**src/rtl/if_fetch_stage_if.sv**
```systemverilog
// Fetch-stage bus: PC steering and instruction-memory load port in,
// current PC, sequential next PC and fetched instruction out.
interface if_fetch_stage_if #(
  parameter int IM_AW = 7
);
  logic              pc_src;
  logic [15:0]       branch_target;
  logic              stall;
  logic              load_en;
  logic [IM_AW-1:0]  load_addr;
  logic [15:0]       load_data;
  logic [15:0]       pc_out;
  logic [15:0]       pc_plus2;
  logic [15:0]       instr;

  modport master (
    output pc_src, branch_target, stall, load_en, load_addr, load_data,
    input  pc_out, pc_plus2, instr
  );

  modport slave (
    input  pc_src, branch_target, stall, load_en, load_addr, load_data,
    output pc_out, pc_plus2, instr
  );
endinterface

```
**src/rtl/if_fetch_stage.sv**
```systemverilog
// Instruction-fetch stage: PC register, +2 incrementer and a word-organised
// instruction memory with asynchronous read and a synchronous load port.
module if_fetch_stage #(
  parameter int IM_AW = 7
) (
  input logic          clk,
  input logic          rst,
  if_fetch_stage_if.slave bus
);

  localparam int DEPTH = 1 << IM_AW;

  logic [15:0] pc_p0;
  logic [15:0] pc_plus2;
  logic [15:0] pc_next;
  logic [15:0] mem [DEPTH] = '{default: 16'h0000};

  // Instructions are halfword aligned, so an odd target drops bit 0.
  function automatic logic [15:0] align_target(input logic [15:0] target);
    return target & 16'hFFFE;
  endfunction

  assign pc_plus2 = pc_p0 + 16'd2;

  always_comb begin
    pc_next = pc_plus2;
    if (bus.stall)
      pc_next = pc_p0;
    else if (bus.pc_src)
      pc_next = align_target(bus.branch_target);
  end

  // PC register stage; reset overrides stall and branch selection.
  always_ff @(posedge clk) begin
    if (!rst)
      pc_p0 <= 16'h0000;
    else
      pc_p0 <= pc_next;
  end

  // Load port is independent of reset so a program can be written while held.
  always_ff @(posedge clk) begin
    if (bus.load_en)
      mem[bus.load_addr] <= bus.load_data;
  end

  assign bus.pc_out   = pc_p0;
  assign bus.pc_plus2 = pc_plus2;
  assign bus.instr    = mem[pc_p0[IM_AW:1]];

endmodule

```
**src/flat_wrapper.sv**
```systemverilog
// flat-port wrapper written by rule: the top's interface ports become plain ports
module if_fetch_stage_flat 
#(
  parameter int IM_AW = 7
)
  (clk, rst, bus_pc_src, bus_branch_target, bus_stall, bus_load_en, bus_load_addr, bus_load_data, bus_pc_out, bus_pc_plus2, bus_instr);
  if_fetch_stage_if #(.IM_AW(IM_AW)) bus_i ();
  input logic clk;
  input logic rst;
  input wire logic [$bits(bus_i.pc_src)-1:0] bus_pc_src;
  input wire logic [$bits(bus_i.branch_target)-1:0] bus_branch_target;
  input wire logic [$bits(bus_i.stall)-1:0] bus_stall;
  input wire logic [$bits(bus_i.load_en)-1:0] bus_load_en;
  input wire logic [$bits(bus_i.load_addr)-1:0] bus_load_addr;
  input wire logic [$bits(bus_i.load_data)-1:0] bus_load_data;
  output wire logic [$bits(bus_i.pc_out)-1:0] bus_pc_out;
  output wire logic [$bits(bus_i.pc_plus2)-1:0] bus_pc_plus2;
  output wire logic [$bits(bus_i.instr)-1:0] bus_instr;
  assign bus_i.pc_src = bus_pc_src;
  assign bus_i.branch_target = bus_branch_target;
  assign bus_i.stall = bus_stall;
  assign bus_i.load_en = bus_load_en;
  assign bus_i.load_addr = bus_load_addr;
  assign bus_i.load_data = bus_load_data;
  assign bus_pc_out = bus_i.pc_out;
  assign bus_pc_plus2 = bus_i.pc_plus2;
  assign bus_instr = bus_i.instr;
  if_fetch_stage #(.IM_AW(IM_AW)) u_core (.clk(clk), .rst(rst), .bus(bus_i));
endmodule
```
**config.mk**
```make
export PLATFORM = sky130hd
export DESIGN_NAME = if_fetch_stage_flat
export DESIGN_NICKNAME = d
export VERILOG_FILES = /design/src/rtl/if_fetch_stage_if.sv /design/src/rtl/if_fetch_stage.sv /design/src/flat_wrapper.sv
export SDC_FILE = /design/constraint.sdc
export NUM_CORES = 2
export LEC_CHECK = 0
export ABC_AREA = 1
export CORE_MARGIN = 3
export CORE_UTILIZATION = 55
export DETAILED_ROUTE_END_ITERATION = 10
export PLACE_DENSITY = 0.71
export REMOVE_ABC_BUFFERS = 1
export SYNTH_ARGS = -nofsm -noshare
export SYNTH_HDL_FRONTEND = slang
export SYNTH_SLANG_ARGS = --single-unit
```
**constraint.sdc**
```tcl
create_clock -name clk -period 3 [get_ports clk]
set_input_delay 0.6 -clock clk [delete_from_list [all_inputs] [get_ports clk]]
set_output_delay 0.6 -clock clk [all_outputs]
set_load 0.005 [all_outputs]
```
# After elaboration in Yosys (flattened, before gate mapping)
# Memory sizes are Yosys's and may differ from the RTL's. A register that Yosys moved wholly into a read port is not among the register bits.
# Cells that the tools add are included.
# W data, S select, Z words.
[word_totals]
output_inout_bits = 48
elab_cells = 8
memories = 1
register_bits = 16
mem_bits_rw = 2048
inputBits = 44
[mem_list]
columns = ["name", "depth", "word_bits", "rd", "rd_ports_with_merged_regs", "write_ports", "line_no", "rtl"]
rows = [
  ["u_core.mem", 128, 16, 1, 1, 1, "if_fetch_stage.sv:16", "logic [15:0] mem [DEPTH] = '{default: 16'h0000};"],
]
[classes]
muxes = 5
addsub = 1
[ops]
columns = ["cell", "n"]
rows = [
  ["$add A16 B2 Y16 const B", 1],
  ["$mux W16", 1],
  ["$mux W7", 2],
  ["$mux W1", 2],
]

# Logic depth before layout (Yosys ltp)
[depth]
depth_word = 4
mapped_depth = 13
ltp_nobuf = 10

# Worst setup path after synthesis
# OpenSTA, ideal clock, no wires.
[synth_path]
kind = "input to register"
from = "input port bus_load_addr[6]"
to = "memory u_core.mem[91][0], enable pin"
arrival_time_ns = 2.172
cell_stages = 4
setup_time_ns = 0.409
slack_ns = 0.419
path_cell_list = "inv_1 nor2_1 nand2_1 nor3_1"
[synth_lines]
columns = ["item", "line_no", "rtl"]
rows = [
  ["from (decl)", "flat_wrapper.sv:14", "input wire logic [$bits(bus_i.load_addr)-1:0] bus_load_addr;"],
  ["to (decl)", "if_fetch_stage.sv:16", ""],
]
# Straight into the memory's write port.

==> metrics.log <==
INFO  metric fin_cells = 9556
INFO  metric ys_seq_area_share = roughly three quarters
INFO  metric worst_slack = -836 ps
INFO  metric nets = about 7.4k
INFO  metric setup-violations-final = 16
INFO  metric clock_path_buffers = 3
INFO  metric worst_setup_path_endpoint = bus_instr[8]
INFO  metric tritoncts = built
INFO  metric cts_root_buf = sky130_fd_sc_hd__clkbuf_16
INFO  metric postSynthCellCount = just under 7k
INFO  metric regToRegStartpoint = u_core.bus.pc_out[1]
INFO  metric htree_num_levels = 4
INFO  metric worst-endpoint-arrival = 3240 ps
INFO  metric tritoncts_num_sinks = 2070
INFO  metric max_cap_viol_count = 0
INFO  metric grt_max_degree = 73
INFO  metric setup_slack_reg_to_reg = 1280 ps
INFO  metric worst_path_most_repeated_cell = sky130_fd_sc_hd__nand3_1
INFO  metric cellPowerDensity = around 620 nW/um^2
INFO  metric critical_path.endpoint_type = output port
INFO  metric grt_setup_unrepaired = yes
INFO  metric worst_pin_slew = 994 ps
INFO  metric violations = setup timing
INFO  metric die_x = between 300 and 400 microns
INFO  metric run_status = finished with violations
INFO  metric fin_util = approximately two thirds
INFO  metric hold-worst-slack = between 100 and 150 ps
INFO  metric synth_async_sr_flop_share = 0%
INFO  metric rows = approximately 140
INFO  metric critical_path_peak_fanout = 8
INFO  metric synth.yosys.warnings = 0
INFO  metric clk_latency = ~840 ps
INFO  metric synth.ff_latch_count = 2070
INFO  metric timing.reg2reg.worst_path_depth = 10
INFO  metric vias_per_cell = 6.14
INFO  metric drc_errors = 0
INFO  metric drive_above_1_share = between 10% and 20%
INFO  metric core_area = around 150000 sq um
INFO  metric initial_utilization = a little under three fifths
INFO  metric ir_drop = 0.000674 V
INFO  metric final.setup_skew = ~38 ps
INFO  metric timing.setup.critical_path_class = flip-flop to output port
INFO  metric vias_in_the_first_global_route = 55.7k
INFO  metric synth.distinct_cells = 24
INFO  metric top_level_ports = 92
INFO  metric post-route-min-period = roughly 3800 ps
INFO  metric layout.cell_area.non_filler = between 100000 and 150000 sq um
INFO  metric clock.fmax = 261 MHz
INFO  metric timing.critical_path.slowest_cell_delay = ~370 ps
INFO  metric routedWlPerCell = around 25 microns
INFO  metric postSynthAreaPerCell = around 12 sq um
INFO  metric grt_pass1_wl = around 350000 microns
INFO  metric synth_top_area_share = between 70% and 80%
INFO  metric maxSlewHeadroom = roughly a third
INFO  metric fp.dieH = a little under 400 microns
INFO  metric drt-initial-drc-count = roughly 8.2k
INFO  metric gp_congestion = 0.952
INFO  metric routed_vias = 58.7k
INFO  metric number_of_synthesized_flops_with_an_enable_pin = slightly above 2k
INFO  metric synth_ff_type = sky130_fd_sc_hd__edfxtp_1
INFO  metric die_outline_area = 156000 sq um
INFO  metric hpwl = about 140000 microns
INFO  metric grt.total_usage = between 20% and 30%
INFO  metric layout-area-overhead-vs-synth = 21.7%
INFO  metric post-place-cells = just over 9k
INFO  metric final_hold_viol_count = 0
INFO  metric final-max-slew-violation-count = 0
INFO  metric timing.critical_path.required = between 2000 and 2500 ps
INFO  metric min_path_type = primary input to flip-flop
INFO  metric crit_path_cell_trace = buf_12 -> inv_16 -> buf_12 -> buf_16 -> buf_12 -> buf_4 -> buf_4 -> nand2_1 -> nand3_1 -> nand3_1 -> nand3_1 -> nand3_2 -> nand3_1 -> nand3_4 -> nand2_2 -> dlymetal6s2s_1
INFO  metric path_clk_slew = 60 ps
INFO  metric inserted_clock_buffers = roughly 200
INFO  metric route.antenna.remaining_nets = 0
INFO  metric period_share = 128%
INFO  metric synth_top_cell_by_area = sky130_fd_sc_hd__edfxtp_1
INFO  metric synth.top_cells.by_area = sky130_fd_sc_hd__edfxtp_1 74%, sky130_fd_sc_hd__nand3_1 12%, sky130_fd_sc_hd__nand2_1 9.5%
INFO  metric worstSetupStartpointType = flip-flop
INFO  metric grt.overflow.total = 0
INFO  metric portBuffers = 88
INFO  metric cpMaxStageDelayCell = sky130_fd_sc_hd__dfxtp_4
INFO  metric static-leakage-power = approximately 0.036 uW
INFO  metric synth.cell_area = about 83000 sq um
INFO  metric drtPass1Iterations = 8
INFO  metric drt-total-wl = between 200000 and 250000 microns
INFO  metric placed_area = around 91000 sq um
INFO  metric critical_path.reg2reg.endpoint = u_core.bus.pc_out[7]
INFO  metric finalSetupTns = -12250 ps
INFO  metric grt_antenna_before_repair = 6
## worst min-delay path by stage
stage	to	cells after the start	from	slack [ps]
detailed placement	u_core.bus.pc_out[15]	2	u_core.bus.pc_out[15]	480
global route	u_core.mem[98][2]	1	bus_load_data[2]	130
CTS	u_core.mem[98][2]	1	bus_load_data[2]	110
floorplan	u_core.bus.pc_out[15]	2	u_core.bus.pc_out[15]	470
finish	u_core.mem[96][2]	1	bus_load_data[2]	130
global placement	u_core.bus.pc_out[15]	2	u_core.bus.pc_out[15]	480
## final cells by class
class / instances / area [sq um]
well taps: 2016 / 2520
inverters: 45 / 208
repair buffers: 703 / 9500
fillers: 9965 / 48800
multi-input cells: 4361 / 21200
flip-flops and latches: 2070 / 62000
diodes: 2 / 5.00
clock buffers: 253 / 5330
clock inverters: 106 / 836
## critical path, delay by kind of cell, from the launching register on
kind	cells	cell delay [ps]
buffers and inverters	8	1090
and+or+nand+nor	8	890
DFF	1	370
## metrics by stage
step | setup slack (ps) | power (uW)
after detailed placement | -568 | 38300
after CTS | -1230 | 62400
after global routing | -872 | 64600
final | -836 | 62900
after global placement | -561 | 38100
after floorplan | -43300 | 36200
## cell usage in the layout (no fill, tap or decap), types with 30 or more instances in the layout
cell type,instances
sky130_fd_sc_hd__buf_16,30
sky130_fd_sc_hd__edfxtp_1,2048
sky130_fd_sc_hd__clkbuf_16,220
sky130_fd_sc_hd__clkinv_2,32
sky130_fd_sc_hd__buf_12,226
sky130_fd_sc_hd__nand3_2,238
sky130_fd_sc_hd__buf_6,41
sky130_fd_sc_hd__clkbuf_1,47
sky130_fd_sc_hd__inv_1,38
sky130_fd_sc_hd__nor2_1,153
sky130_fd_sc_hd__clkinv_1,52
sky130_fd_sc_hd__nand3_1,1725
sky130_fd_sc_hd__clkdlybuf4s50_1,49
sky130_fd_sc_hd__nand2_1,2095
sky130_fd_sc_hd__nand3_4,62
sky130_fd_sc_hd__buf_4,307
## kinds of logic after synthesis
logic type	share of synthesized area, %
buf+inv	3.01
simple gates	22.5
flops	74.2
xor+xnor	0.0630
fa+ha+maj	0.0150
compound gates	0.220
other cells	0.00449
## state kept, by name, indices dropped and copies added (netlist names), named ones only
name,cells
u_core.bus.pc_out,15
u_core.mem,2048
## cells in the mapped netlist (2+ instances only)
| master | instances |
|---|---|
| sky130_fd_sc_hd__inv_2 | 2 |
| sky130_fd_sc_hd__buf_6 | 6 |
| sky130_fd_sc_hd__buf_2 | 262 |
| sky130_fd_sc_hd__a21oi_1 | 18 |
| sky130_fd_sc_hd__a221oi_1 | 3 |
| sky130_fd_sc_hd__nand3_1 | 2025 |
| sky130_fd_sc_hd__nand2_1 | 2122 |
| sky130_fd_sc_hd__buf_4 | 59 |
| sky130_fd_sc_hd__o21ai_0 | 12 |
| sky130_fd_sc_hd__nor3_1 | 11 |
| sky130_fd_sc_hd__xnor2_1 | 4 |
| sky130_fd_sc_hd__dfxtp_1 | 22 |
| sky130_fd_sc_hd__xor2_1 | 2 |
| sky130_fd_sc_hd__buf_1 | 42 |
| sky130_fd_sc_hd__inv_1 | 42 |
| sky130_fd_sc_hd__edfxtp_1 | 2048 |
| sky130_fd_sc_hd__clkbuf_1 | 96 |
| sky130_fd_sc_hd__nor2_1 | 158 |
## timing repair
item                       in CTS  in global routing
gates cloned                   17                 14
pin swaps                      26                 80
setup buffers                  46                 27
resized for setup             267                330
hold buffers                    0                  0
setup endpoints to repair      25                 21
## report_power, final
part,internal [uW],switching [uW]
Sequential,31900,71.5
Combinational,2390,4530
Clock,13500,10500
Total,47800,15100
## routing by layer
metal	global-route usage, %	vias up	wire length [microns]
met5	0	-	13
met1	40.9	28500	89300
met4	14.3	2	10600
li1	-	25700	-
met3	5.97	600	27400
met2	45.9	3914	114000
Note: power is estimated with default switching activity, not from simulation.
